File: config.mk
export PLATFORM = sky130hd
export DESIGN_NAME = btn_debounce
export DESIGN_NICKNAME = d
export VERILOG_FILES = /design/src/rtl/btn_debounce_sync2.sv /design/src/rtl/btn_debounce_pkg.sv /design/src/rtl/btn_sync2.sv /design/src/rtl/btn_debounce.sv
export SDC_FILE = /design/constraint.sdc
export NUM_CORES = 1
export LEC_CHECK = 0
export ABC_AREA = 0
export BUFFER_PORTS_ARGS = -buffer_cell sky130_fd_sc_hd__buf_4
export CAP_MARGIN = 15
export CELL_PAD_IN_SITES_DETAIL_PLACEMENT = 2
export CELL_PAD_IN_SITES_GLOBAL_PLACEMENT = 2
export CORE_MARGIN = 3
export CORE_UTILIZATION = 27
export CTS_BUF_LIST = sky130_fd_sc_hd__clkbuf_8 sky130_fd_sc_hd__clkbuf_16
export DETAILED_ROUTE_END_ITERATION = 8
export HOLD_SLACK_MARGIN = 0.1
export PLACE_DENSITY_LB_ADDON = 0.1
export SYNTH_ARGS = -nofsm -noshare
export SYNTH_HDL_FRONTEND = slang
export SYNTH_HIERARCHICAL = 1
export SYNTH_SLANG_ARGS = --single-unit
File: constraint.sdc
create_clock -name original_clk -period 1.6 [get_ports original_clk]
set_clock_uncertainty 0.15 [all_clocks]
set_input_delay 0.08 -clock original_clk [delete_from_list [all_inputs] [get_ports original_clk]]
set_output_delay 0.08 -clock original_clk [all_outputs]
set_load 0.005 [all_outputs]
File: src/rtl/btn_debounce_sync2.sv
// The button input synchroniser is implemented in btn_sync2.sv.

File: src/rtl/btn_debounce_pkg.sv
// Shared SoC definitions for the push-button input stage: FSM encodings and
// default timing constants.
package btn_debounce_pkg;

    typedef enum logic [1:0] {
        StIdle = 2'd0,
        StRise = 2'd1,
        StHeld = 2'd2,
        StFall = 2'd3
    } btn_state_e;

    localparam int unsigned DEFAULT_DEBOUNCE_CYCLES = 16;
    localparam int unsigned DEFAULT_LONG_CYCLES     = 1024;

endpackage

File: src/rtl/btn_sync2.sv
// Two-flop synchroniser with synchronous active-high reset, for any
// asynchronous GPIO input entering the system clock domain.
module btn_sync2 (
    input  logic clk,
    input  logic rst,
    input  logic d,
    output logic q
);

    logic s1;

    always_ff @(posedge clk) begin
        if (rst) begin
            s1 <= 1'b0;
            q  <= 1'b0;
        end else begin
            s1 <= d;
            q  <= s1;
        end
    end

endmodule

File: src/rtl/btn_debounce.sv
// Push-button debouncer: synchroniser, qualify FSM and registered strobes.
// Optional long-press strobe is compiled in with `define BTN_LONG_PRESS_EN.
module btn_debounce
    import btn_debounce_pkg::*;
#(
    parameter int unsigned DEBOUNCE_CYCLES = DEFAULT_DEBOUNCE_CYCLES,
    parameter int unsigned LONG_CYCLES     = DEFAULT_LONG_CYCLES
) (
    input  logic original_clk,
    input  logic original_rst,
    input  logic btn,
    output logic btn_level,
    output logic btn_press,
    output logic btn_release,
    output logic btn_long
);

    localparam int unsigned CNT_W = $clog2(DEBOUNCE_CYCLES);
    localparam logic [CNT_W-1:0] CNT_MAX = CNT_W'(DEBOUNCE_CYCLES - 1);

    btn_state_e       state;
    logic [CNT_W-1:0] cnt;
    logic             s2;
    logic             enter_held;

    btn_sync2 u_sync (
        .clk (original_clk),
        .rst (original_rst),
        .d   (btn),
        .q   (s2)
    );

    // Only a fully qualified rise enters HELD; a FALL glitch return does not count.
    assign enter_held = (state == StRise) && s2 && (cnt == CNT_MAX);

    always_ff @(posedge original_clk) begin
        if (original_rst) begin
            state       <= StIdle;
            cnt         <= '0;
            btn_level   <= 1'b0;
            btn_press   <= 1'b0;
            btn_release <= 1'b0;
        end else begin
            btn_press   <= 1'b0;
            btn_release <= 1'b0;
            case (state)
                StIdle: begin
                    if (s2) begin
                        state <= StRise;
                        cnt   <= '0;
                    end
                end
                StRise: begin
                    if (!s2) begin
                        state <= StIdle;
                    end else if (enter_held) begin
                        state     <= StHeld;
                        btn_level <= 1'b1;
                        btn_press <= 1'b1;
                    end else begin
                        cnt <= cnt + 1'b1;
                    end
                end
                StHeld: begin
                    if (!s2) begin
                        state <= StFall;
                        cnt   <= '0;
                    end
                end
                StFall: begin
                    if (s2) begin
                        state <= StHeld;
                    end else if (cnt == CNT_MAX) begin
                        state       <= StIdle;
                        btn_level   <= 1'b0;
                        btn_release <= 1'b1;
                    end else begin
                        cnt <= cnt + 1'b1;
                    end
                end
                default: state <= StIdle;
            endcase
        end
    end

`ifdef BTN_LONG_PRESS_EN
    localparam int unsigned LCNT_W = $clog2(LONG_CYCLES + 1);
    localparam logic [LCNT_W-1:0] LCNT_MAX = LCNT_W'(LONG_CYCLES);

    logic [LCNT_W-1:0] lcnt;
    logic              long_fired;

    // lcnt saturates at LONG_CYCLES; long_fired keeps it to one strobe per press.
    always_ff @(posedge original_clk) begin
        if (original_rst) begin
            lcnt       <= '0;
            long_fired <= 1'b0;
            btn_long   <= 1'b0;
        end else begin
            btn_long <= 1'b0;
            if (enter_held) begin
                lcnt       <= '0;
                long_fired <= 1'b0;
            end else if (state == StHeld || state == StFall) begin
                if (lcnt != LCNT_MAX) begin
                    lcnt <= lcnt + 1'b1;
                end else if (!long_fired) begin
                    btn_long   <= 1'b1;
                    long_fired <= 1'b1;
                end
            end
        end
    end
`else
    assign btn_long = 1'b0;
`endif

endmodule

==> impl_metrics.yaml <==
finish:
  diodes: 0
  drive_gt1_share_pct: 33.33
  final_area_um2: 610.6
  fillers: 154
  utilization_pct: 43.15
  area_delta_synth_final_pct: 38.64
  finalNetCount: 65
floorplan:
  initial_core_util_pct: 31.12
  dieArea_um2: 2152
  rows: 13
  die_x_um: 46.39
  core_um2: 1415
  io_pins: 7
  fp.dieH_um: 46.39
clocking:
  clk_pin_slew_ns: 0.05
  cts_sinks: 11
  root_buffer: "clkbuf_8"
  cts_buffer_depth: 2
  cts_htree_levels: 1
  cts-buffers-inserted: 3
  clkLatencyLatePin_ns: 0.23
  cts_tree: "yes"
logic_synthesis:
  async_flop_share_pct: 0
  synth_cell_types: 24
  synth_common_cells: "dfxtp_1 (11), a21oi_1 (5), nand2_1 (4), o21ai_0 (4)"
  ys_seq_elements: 11
  synth_most_common_cell: "dfxtp_1"
  yosys.area.top_type: "dfxtp_1"
  synth-edff-count: 0
  yosysWarnings: 6
  synth_top_area_share_pct: 50.00
  synthTopCellsByArea: "dfxtp_1 (50%), a21oi_1 (5.7%), o21ai_0 (4.5%), a211oi_1 (3.4%), nand2_1 (3.4%)"
  synth-seq-area-share_pct: 50.00
  synth_nets: 52
  mappedNetlistArea_um2: 440.4
  synth.avg_cell_area_um2: 9.175
  netlist_instances: 48
  synthFlopType: "dfxtp_1"
power_and_ir_drop:
  switchingPower_uw: 116.7
  leakage_nw: 0.2281
  p_total_uw: 581.5
  p_comb_share_pct: 5.3
  clock_power_share_pct: 45.6
  switching_share_pct: 20.07
  seqPwrFrac_pct: 49.0
  powerDensity_nw_per_um2: 952.4
  internal_power_uw: 464.8
  vdd_drop_max_mv: 0.6863
sta:
  setup_ws_ns: 0.04870
  fmax_ghz: 0.6446
  post-route-period-util_pct: 96.96
  finalSetupViolCount: 0
  finalMaxSlewViolations: 0
  rsz0062_at_grt: "no"
  finalHoldViolations: 0
  finalCriticalPeriod_ns: 1.551
  whs_ns: 0.2982
route:
  route.final.wire_length_mm: 1.134
  vias: 390
  wl_per_cell_um: 15.12
  drt-initial-drc-count: 5
  drc: 0
  drt.antenna.violating_nets: 0
  dr.pass1.iters: 4
  viasPerCell: 5.200
setup_path:
  r2r_slack_ns: 0.05
  cp.arrival_ns: 1.56
  setup.worst_path.end_class: "register"
  required_ns: 1.61
  cp-start-kind: "register"
  crit_type: "reg -> reg"
  cp_max_fo: 2
global_routing:
  grt_pass1_wl_mm: 1.973
  antenna_found_initial: 0
  grt_overflow: 0
  grt_start_max_net_pins: 12
  grt_pass1_vias: 414
  track_usage_pct: 13.56
status:
  status: "finished, final reports clean"
job:
  maxCapViolCount: 0
placement:
  dp_slack_ns: -0.02685
  place_area_um2: 495.5
  port_buffers: 5
  dp.final_hpwl_um: 816.6
  place.gp.congestion: 0.6373
worst_hold_path:
  hold_class: "reg -> reg"
==> area by class of cell <==
type / instances / area (µm²) / share of cell area (%)
inverters: 2 / 7.507 / 1.230
flip-flops and latches: 11 / 221.5 / 36.27
repair buffers: 11 / 90.09 / 14.75
clock buffers: 3 / 41.29 / 6.762
clock inverters: 1 / 3.754 / 0.6148
multi-input cells: 32 / 227.7 / 37.29
well taps: 15 / 18.77 / 3.074
==> per-stage QoR <==
| step | TNS [ns] | std cells |
|---|---|---|
| detailed placement | -0.02685 | 67 |
| floorplan | 0 | 48 |
| global placement | 0 | 67 |
| finish | 0 | 75 |
| CTS | 0 | 75 |
| global route | 0 | 75 |
==> cell families after synthesis <==
| group | count (synthesis) | synth area share [%] |
|---|---|---|
| AOI/OAI and AO/OA | 13 | 17.05 |
| other | 1 | 0.8515 |
| adders and majority gates | 1 | 2.840 |
| xor gates and xnor gates | 2 | 3.978 |
| buffers and inverters | 5 | 5.397 |
| and+or+nand+nor | 15 | 19.89 |
| DFF | 11 | 50.00 |
==> layer usage <==
metal | up-vias | track usage, % | part of all wire [%]
li1 | 192 | - | -
met1 | 187 | 17.21 | 47
met2 | 11 | 20.88 | 47
met3 | 0 | 7.031 | 6.5
met4 | 0 | 1.705 | 0
met5 | - | 0 | 0
==> power by group through the flow <==
stage                     clock (mW)  sequential (mW)  combinational, mW
after global routing           0.297            0.286             0.0341
after global placement             0            0.290             0.0216
after detailed placement           0            0.291             0.0231
after floorplan                    0            0.288             0.0163
final                          0.265            0.285             0.0310
after CTS                      0.277            0.285             0.0297
==> registers in the layout, summed over array words and instances, names as in the netlist, named ones only <==
name         count
u_sync/q         1
u_sync/s1        1
btn_press        1
btn_level        1
btn_release      1
state            1
cnt              4
==> cell usage in the layout, fill, tap and decap left out, drive strengths merged <==
cell	instances
clkbuf	3
nand4	2
a31o	1
and4	1
inv	3
nand2	4
o21ai	4
a31oi	1
nor4b	1
nor3	1
or4	1
and3	1
nor4	1
nor2b	2
xor2	1
nand3	1
buf	8
dlygate4sd3	3
xnor2	1
a211oi	2
ha	1
dfxtp	11
a21oi	5
conb	1
==> critical path, stage by stage, from the launching register on <==
cell and delay, ns:
dfxtp_2 0.32, ha_2 0.19, and4_4 0.20, or4_4 0.48
a21oi_2 0.15
==> worst paths after layout <==
path,from,endpoint,cells after the start
worst max register to register,cnt[0]$_SDFFE_PP0P_,cnt[0]$_SDFFE_PP0P_,4
worst min-delay path,u_sync/s1$_SDFF_PP0_,u_sync/q$_SDFF_PP0_,1
worst max-delay path,cnt[0]$_SDFFE_PP0P_,cnt[0]$_SDFFE_PP0P_,4
worst min register to register,u_sync/s1$_SDFF_PP0_,u_sync/q$_SDFF_PP0_,1
==> what timing repair did <==
action,CTS,global route
gates resized for setup,4,4
endpoints found under the setup margin,1,3
buffers inserted,1,0
hold buffers,3,0
gates cloned,0,0
endpoints found under the hold margin,11,0
pin swaps,1,1
Note: power is estimated with default switching activity, not from simulation.
